`src/rtl/fpu_addsub_pipe.sv`:
```
// Three-stage pipelined IEEE-754 adder/subtractor: unpack/align, add/count, normalise/round/pack.
// Subnormals flush to zero. A caller tag and the exception flags travel with each result.
module fpu_addsub_pipe #(
  parameter int EXP_W = 8,
  parameter int MAN_W = 23,
  parameter int TAG_W = 5
) (
  input  logic                 clk,
  input  logic                 rst,
  input  logic                 in_valid,
  output logic                 in_ready,
  input  logic [EXP_W+MAN_W:0] in_a,
  input  logic [EXP_W+MAN_W:0] in_b,
  input  logic                 in_sub,
  input  logic [TAG_W-1:0]     in_tag,
  output logic                 out_valid,
  input  logic                 out_ready,
  output logic [EXP_W+MAN_W:0] out_result,
  output logic [TAG_W-1:0]     out_tag,
  output logic [4:0]           out_flags
);
  localparam int W   = 1 + EXP_W + MAN_W;
  localparam int MW  = MAN_W + 4;
  localparam int SW  = MW + 1;
  localparam int LZW = $clog2(SW + 1);
  localparam int EW  = EXP_W + 2;
  localparam logic [EXP_W-1:0] EXP_MAX = '1;

  logic en;
  assign en       = !out_valid || out_ready;
  assign in_ready = en && !rst;

  // S1: classify, flush, swap, align
  logic [EXP_W-1:0] ea, eb, e_hi, e_lo, e_diff;
  logic [MAN_W-1:0] fa, fb;
  logic [MW-1:0]    ma, mb, m_hi, m_lo, m_sh;
  logic             sa, sb, s_hi, s_lo, swap;
  logic             inf_a, inf_b, nan_a, nan_b, snan_a, snan_b, inf_clash;
  logic             spec, spec_nv;
  logic [W-1:0]     spec_res;

  always_comb begin
    sa = in_a[W-1];
    sb = in_b[W-1] ^ in_sub;
    ea = in_a[MAN_W +: EXP_W];
    eb = in_b[MAN_W +: EXP_W];
    fa = in_a[MAN_W-1:0];
    fb = in_b[MAN_W-1:0];
    inf_a  = (ea == EXP_MAX) && (fa == '0);
    inf_b  = (eb == EXP_MAX) && (fb == '0);
    nan_a  = (ea == EXP_MAX) && (fa != '0);
    nan_b  = (eb == EXP_MAX) && (fb != '0);
    snan_a = nan_a && !fa[MAN_W-1];
    snan_b = nan_b && !fb[MAN_W-1];
    ma = (ea == '0) ? '0 : {1'b1, fa, 3'b000};
    mb = (eb == '0) ? '0 : {1'b1, fb, 3'b000};
    swap = {eb, mb} > {ea, ma};
    e_hi = swap ? eb : ea;
    e_lo = swap ? ea : eb;
    m_hi = swap ? mb : ma;
    m_lo = swap ? ma : mb;
    s_hi = swap ? sb : sa;
    s_lo = swap ? sa : sb;
    e_diff = e_hi - e_lo;
    if (int'(e_diff) >= MAN_W + 3) begin
      m_sh = {{(MW-1){1'b0}}, |m_lo};
    end else begin
      m_sh = m_lo >> e_diff;
      m_sh[0] = m_sh[0] | (|(m_lo & ~({MW{1'b1}} << e_diff)));
    end
    inf_clash = inf_a && inf_b && (sa != sb);
    spec      = nan_a || nan_b || inf_a || inf_b;
    spec_nv   = snan_a || snan_b || inf_clash;
    if (nan_a || nan_b || inf_clash) spec_res = {1'b0, EXP_MAX, 1'b1, {(MAN_W-1){1'b0}}};
    else if (inf_a)                  spec_res = {sa, EXP_MAX, {MAN_W{1'b0}}};
    else                             spec_res = {sb, EXP_MAX, {MAN_W{1'b0}}};
  end

  logic             s1_valid, s1_sign, s1_sub, s1_zsign, s1_spec, s1_nv;
  logic [EXP_W-1:0] s1_exp;
  logic [MW-1:0]    s1_ma, s1_mb;
  logic [W-1:0]     s1_spec_res;
  logic [TAG_W-1:0] s1_tag;

  // S2: magnitude add/subtract and leading-zero count
  function automatic logic [LZW-1:0] count_lz(input logic [SW-1:0] x);
    count_lz = LZW'(SW);
    for (int i = 0; i < SW; i++) begin
      if (x[i]) count_lz = LZW'(SW - 1 - i);
    end
  endfunction

  logic [SW-1:0]  sum;
  logic [LZW-1:0] lzc;
  always_comb begin
    sum = s1_sub ? ({1'b0, s1_ma} - {1'b0, s1_mb}) : ({1'b0, s1_ma} + {1'b0, s1_mb});
    lzc = count_lz(sum);
  end

  logic             s2_valid, s2_sign, s2_zsign, s2_spec, s2_nv;
  logic [EXP_W-1:0] s2_exp;
  logic [SW-1:0]    s2_sum;
  logic [LZW-1:0]   s2_lzc;
  logic [W-1:0]     s2_spec_res;
  logic [TAG_W-1:0] s2_tag;

  // S3: the leading one lands on the top bit of t, so carry-out and cancellation share one path
  logic [SW-1:0]    t;
  logic [MW-1:0]    n;
  logic [EW-1:0]    e_norm, e_rnd;
  logic [MAN_W:0]   rnd;
  logic             g, r, s, inc;
  logic [W-1:0]     res;
  logic [4:0]       flags;

  always_comb begin
    t      = s2_sum << s2_lzc;
    n      = {t[SW-1:2], |t[1:0]};
    e_norm = EW'(s2_exp) + EW'(1) - EW'(s2_lzc);
    g      = n[2];
    r      = n[1];
    s      = n[0];
    inc    = g && (r || s || n[3]);
    rnd    = {1'b0, n[MW-2:3]} + {{MAN_W{1'b0}}, inc};
    e_rnd  = e_norm + {{(EW-1){1'b0}}, rnd[MAN_W]};
    if (s2_spec) begin
      res   = s2_spec_res;
      flags = {s2_nv, 4'b0000};
    end else if (!t[SW-1]) begin
      res   = {s2_zsign, {(W-1){1'b0}}};
      flags = 5'b00000;
    end else if (e_norm[EW-1] || (e_norm == '0)) begin
      res   = {s2_sign, {(W-1){1'b0}}};
      flags = 5'b00011;
    end else if (e_rnd >= {2'b00, EXP_MAX}) begin
      res   = {s2_sign, EXP_MAX, {MAN_W{1'b0}}};
      flags = 5'b00101;
    end else begin
      res   = {s2_sign, e_rnd[EXP_W-1:0], rnd[MAN_W-1:0]};
      flags = {4'b0000, g | r | s};
    end
  end

  always_ff @(posedge clk) begin
    if (rst) begin
      s1_valid   <= 1'b0;
      s2_valid   <= 1'b0;
      out_valid  <= 1'b0;
      out_result <= '0;
      out_tag    <= '0;
      out_flags  <= '0;
    end else if (en) begin
      s1_valid   <= in_valid;
      s2_valid   <= s1_valid;
      out_valid  <= s2_valid;
      out_result <= res;
      out_tag    <= s2_tag;
      out_flags  <= flags;
    end
  end

  always_ff @(posedge clk) begin
    if (en) begin
      s1_sign     <= s_hi;
      s1_sub      <= s_hi ^ s_lo;
      s1_zsign    <= sa & sb;
      s1_exp      <= e_hi;
      s1_ma       <= m_hi;
      s1_mb       <= m_sh;
      s1_spec     <= spec;
      s1_nv       <= spec_nv;
      s1_spec_res <= spec_res;
      s1_tag      <= in_tag;
      s2_sign     <= s1_sign;
      s2_zsign    <= s1_zsign;
      s2_exp      <= s1_exp;
      s2_sum      <= sum;
      s2_lzc      <= lzc;
      s2_spec     <= s1_spec;
      s2_nv       <= s1_nv;
      s2_spec_res <= s1_spec_res;
      s2_tag      <= s1_tag;
    end
  end
endmodule
```
`config.mk`:
```
export PLATFORM = sky130hd
export DESIGN_NAME = fpu_addsub_pipe
export DESIGN_NICKNAME = d
export VERILOG_FILES = /design/src/rtl/fpu_addsub_pipe.sv
export SDC_FILE = /design/constraint.sdc
export NUM_CORES = 1
export LEC_CHECK = 0
export ABC_CLOCK_PERIOD_IN_PS = 9920
export BUFFER_PORTS_ARGS = -buffer_cell sky130_fd_sc_hd__buf_2
export CAP_MARGIN = 15
export CELL_PAD_IN_SITES_DETAIL_PLACEMENT = 2
export CELL_PAD_IN_SITES_GLOBAL_PLACEMENT = 2
export CORE_MARGIN = 2
export CORE_UTILIZATION = 35
export DETAILED_ROUTE_END_ITERATION = 8
export PLACE_DENSITY = 0.84
export SLEW_MARGIN = 20
export SYNTH_ARGS = -nofsm -noshare
export SYNTH_HDL_FRONTEND = slang
export SYNTH_SLANG_ARGS = --single-unit
```
`constraint.sdc`:
```
create_clock -name clk -period 9.92 [get_ports clk]
set_input_delay 1.488 -clock clk [delete_from_list [all_inputs] [get_ports clk]]
set_output_delay 1.488 -clock clk [all_outputs]
set_load 0.05 [all_outputs]
```
==> reports/metrics.csv <==
metric,value,unit
Slew Limit Fails,0,
cell count after placement,2180,
drt initial violations,692,
run status,"finished, final reports clean",
die area,0.0419,mm2
clock sinks,167,
Seq cells post-synth,167,
met2 WL,27100,um
DR vias,13000,
metal3 WL,1480,um
Total GRT Usage,0.251,
clock latency at the later pin of the worst-skew pair,0.46,ns
wire per inst,23.4,um
via/cell ratio,5.88,
design area,0.0157,mm2
dpl ws,1.64,ns
syn_nets,1759,
Post-synth EDFFs,123,
minimum clock period,7.88,ns
vias in the first global route,14100,
final setup vio count,0,
Int Pwr,2.21,mW
"wirelength, routed",51800,um
"most common cell after layout, fill and taps aside",nor2_1,
CTS root buf,clkbuf_16,
setup ws final,2.04,ns
Num CTS Buffers,17,
DR DRC count,0,
Port Buffers,116,
# fillers,4446,
core area,0.0397,mm2
Post-DP Area,0.0151,mm2
pin count of the biggest net entering global routing,84,
clock share of power,0.157,
f_max,0.127,GHz
RR Endpoint,out_result[3]$_SDFFE_PP0N_,
clk_skew,0.0109,ns
Worst-path clk slew,0.07,ns
Slowest cell on crit path,xor2_2,
hold_sp,s1_tag[3]$_DFFE_PN_,
crit-path max FO,34,
number of diodes,0,
first-pass GRT wire length,82000,um
Final HPWL DP,40800,um
LEAKAGE,6.55,nW
hold-fix buffers at CTS,0,
Switching Share,0.485,
Die Height,205,um
initial antenna violation count,1,
CP Capture Type,flip-flop,
Core Rows,73,
register area share after synthesis,0.325,
cell taking the most area after synthesis,edfxtp_1,
Ys Warns,0,
Max-cap violations,0,
synthesized area,0.0141,mm2
Min-Delay Path Depth,0,
first-pass detailed-route iteration total,5,
VDD IR max,0.158,mV
Critical Setup Path Class,primary input to flip-flop,
Max-slew headroom,0.269,
gpl congestion,0.922,
grt ovf,0,
origin of the critical flop-to-flop path,s2_lzc[2]$_SDFFCE_PP0N_,
Chip Width,205,um
"Setup Fix Bufs, Post-CTS",0,
worst hold slack,0.427,ns
register-to-register setup slack,3.26,ns
Final ANT Viol Nets,0,
fin cells,2212,
Synth Instances,1605,
CTS tree,done,
Slew @ Worst Pin,1.09,ns
share of layout cells above drive strength 1,0.142,
htree depth,4,
Worst setup SP type,primary input,
RSZ-0062 raised after global routing,no,
Power Dens Cells,274,mW/mm2
critical path required time,10.12,ns
highest-count cells in the layout ignoring fill and taps,"nor2_1, nand2_1, edfxtp_1",
IO Count,118,
Final Cycle Share,0.795,
WL met1,21800,um
Min-Delay Path Class,flip-flop to flip-flop,
Synth-to-Final Area Change,11.2,%
Sw Pwr,2.08,mW
Synth top area share,0.262,
Hold Path Sink,s2_tag[3]$_DFFE_PN_,
CP Cell Sequence,buf_2 -> nor4_1 -> nand2_1 -> nand2_1 -> inv_1 -> ha_1 -> nand4_2 -> nor4_1 -> and2b_1 -> o31a_4 -> nor2_8 -> mux2i_1 -> ha_1 -> a221o_1 -> or2_1 -> xor2_2 -> a21oi_1 -> a211o_1 -> a211oi_2 -> nand4_1 -> o32a_1,
top routing layer used,met4,
logic gate share of total power,0.598,
Worst Path Arrival,8.09,ns
FF-to-FF path depth,19,
Final Hold Viols,0,
final net count,1828,
"Async S/R FF share, synth",0,
synthesized area per cell,8.77,um2
initial core utilization,0.354,
Synth cell types,97,
Sum Neg Setup Slack,0,ns
final core occ,0.394,
sequential share of power,0.245,
top_reg_cell synth,edfxtp_1,
Synth area leaders,"edfxtp_1, ha_1, dfxtp_1",
Critical Path Max Stage Delay,0.68,ns
Post-CTS Resized,0,
clk buf depth,2,
total power,4.30,mW
[kinds of logic after synthesis]
| logic type | count (synthesis) | share of synthesized area |
|---|---|---|
| flip-flops | 167 | 0.325 |
| adder cells (fa/ha/maj) | 80 | 0.0716 |
| multiplexers | 113 | 0.117 |
| XOR/XNOR | 81 | 0.0504 |
| buffers and inverters | 167 | 0.0498 |
| AO/OA/AOI/OAI | 399 | 0.185 |
| other | 1 | 0.000266 |
| AND/OR/NAND/NOR | 597 | 0.201 |
[critical path: cells and delay by family]
kind | cells | cell delay, ns
simple gates | 9 | 3.37
compound gates | 6 | 1.53
xor+xnor | 1 | 0.68
fa+ha+maj | 2 | 0.57
buf+inv | 2 | 0.26
mux | 1 | 0.17
[routing by layer]
layer / GRT usage / vias up
li1: - / 6077
met1: 0.297 / 6559
met2: 0.471 / 292
met3: 0.0243 / 70
met4: 0.0846 / 0
met5: 0 / -
[Yosys cell counts, types with 28 or more instances]
cell and instances:
a21oi_1 105, clkbuf_1 52, dfxtp_1 44, edfxtp_1 123
ha_1 79, inv_1 85, mux2i_1 63, mux4_2 28
nand2_1 181, nand3_1 34, nor2_1 184, nor3_1 42
nor4_1 32, o21ai_0 97, xnor2_1 54
[flip-flops by register name (all words and copies together) (netlist names), 8 cells and up]
signal / flops
out_result: 32
s2_sum: 28
s1_mb: 27
s1_ma: 24
s1_exp: 8
s2_exp: 8
[cell type report]
cell class / count / area (um2) / share of cell area
well taps: 525 / 657 / 0.0419
clock buffers: 19 / 475 / 0.0304
clock inverters: 13 / 109 / 0.00695
flip-flops and latches: 167 / 4570 / 0.292
multi-input cells: 1271 / 8830 / 0.564
inverters: 88 / 335 / 0.0214
repair buffers: 129 / 678 / 0.0433
[power groups by stage]
stage	Combinational (mW)	Sequential, mW	Clock [mW]
floorplan	1.71	1.15	0
global placement	2.40	1.05	0
detailed placement	2.52	1.07	0
CTS	2.56	1.05	0.686
global route	2.78	1.07	0.714
finish	2.57	1.05	0.673
[how the worst max path moves through the flow]
stage	end	from	depth (start not counted)	slack, ns
floorplan	s1_mb[0]$_DFFE_PN_	in_b[23]	25	2.90
global placement	s1_mb[0]$_DFFE_PN_	in_b[24]	21	1.85
detailed placement	s1_mb[0]$_DFFE_PN_	in_b[24]	21	1.64
CTS	s1_mb[0]$_DFFE_PN_	in_b[24]	21	2.10
global route	s1_mb[0]$_DFFE_PN_	in_b[24]	21	1.58
finish	s1_mb[0]$_DFFE_PN_	in_b[24]	21	2.04
Power figures use the tool's default switching activity.
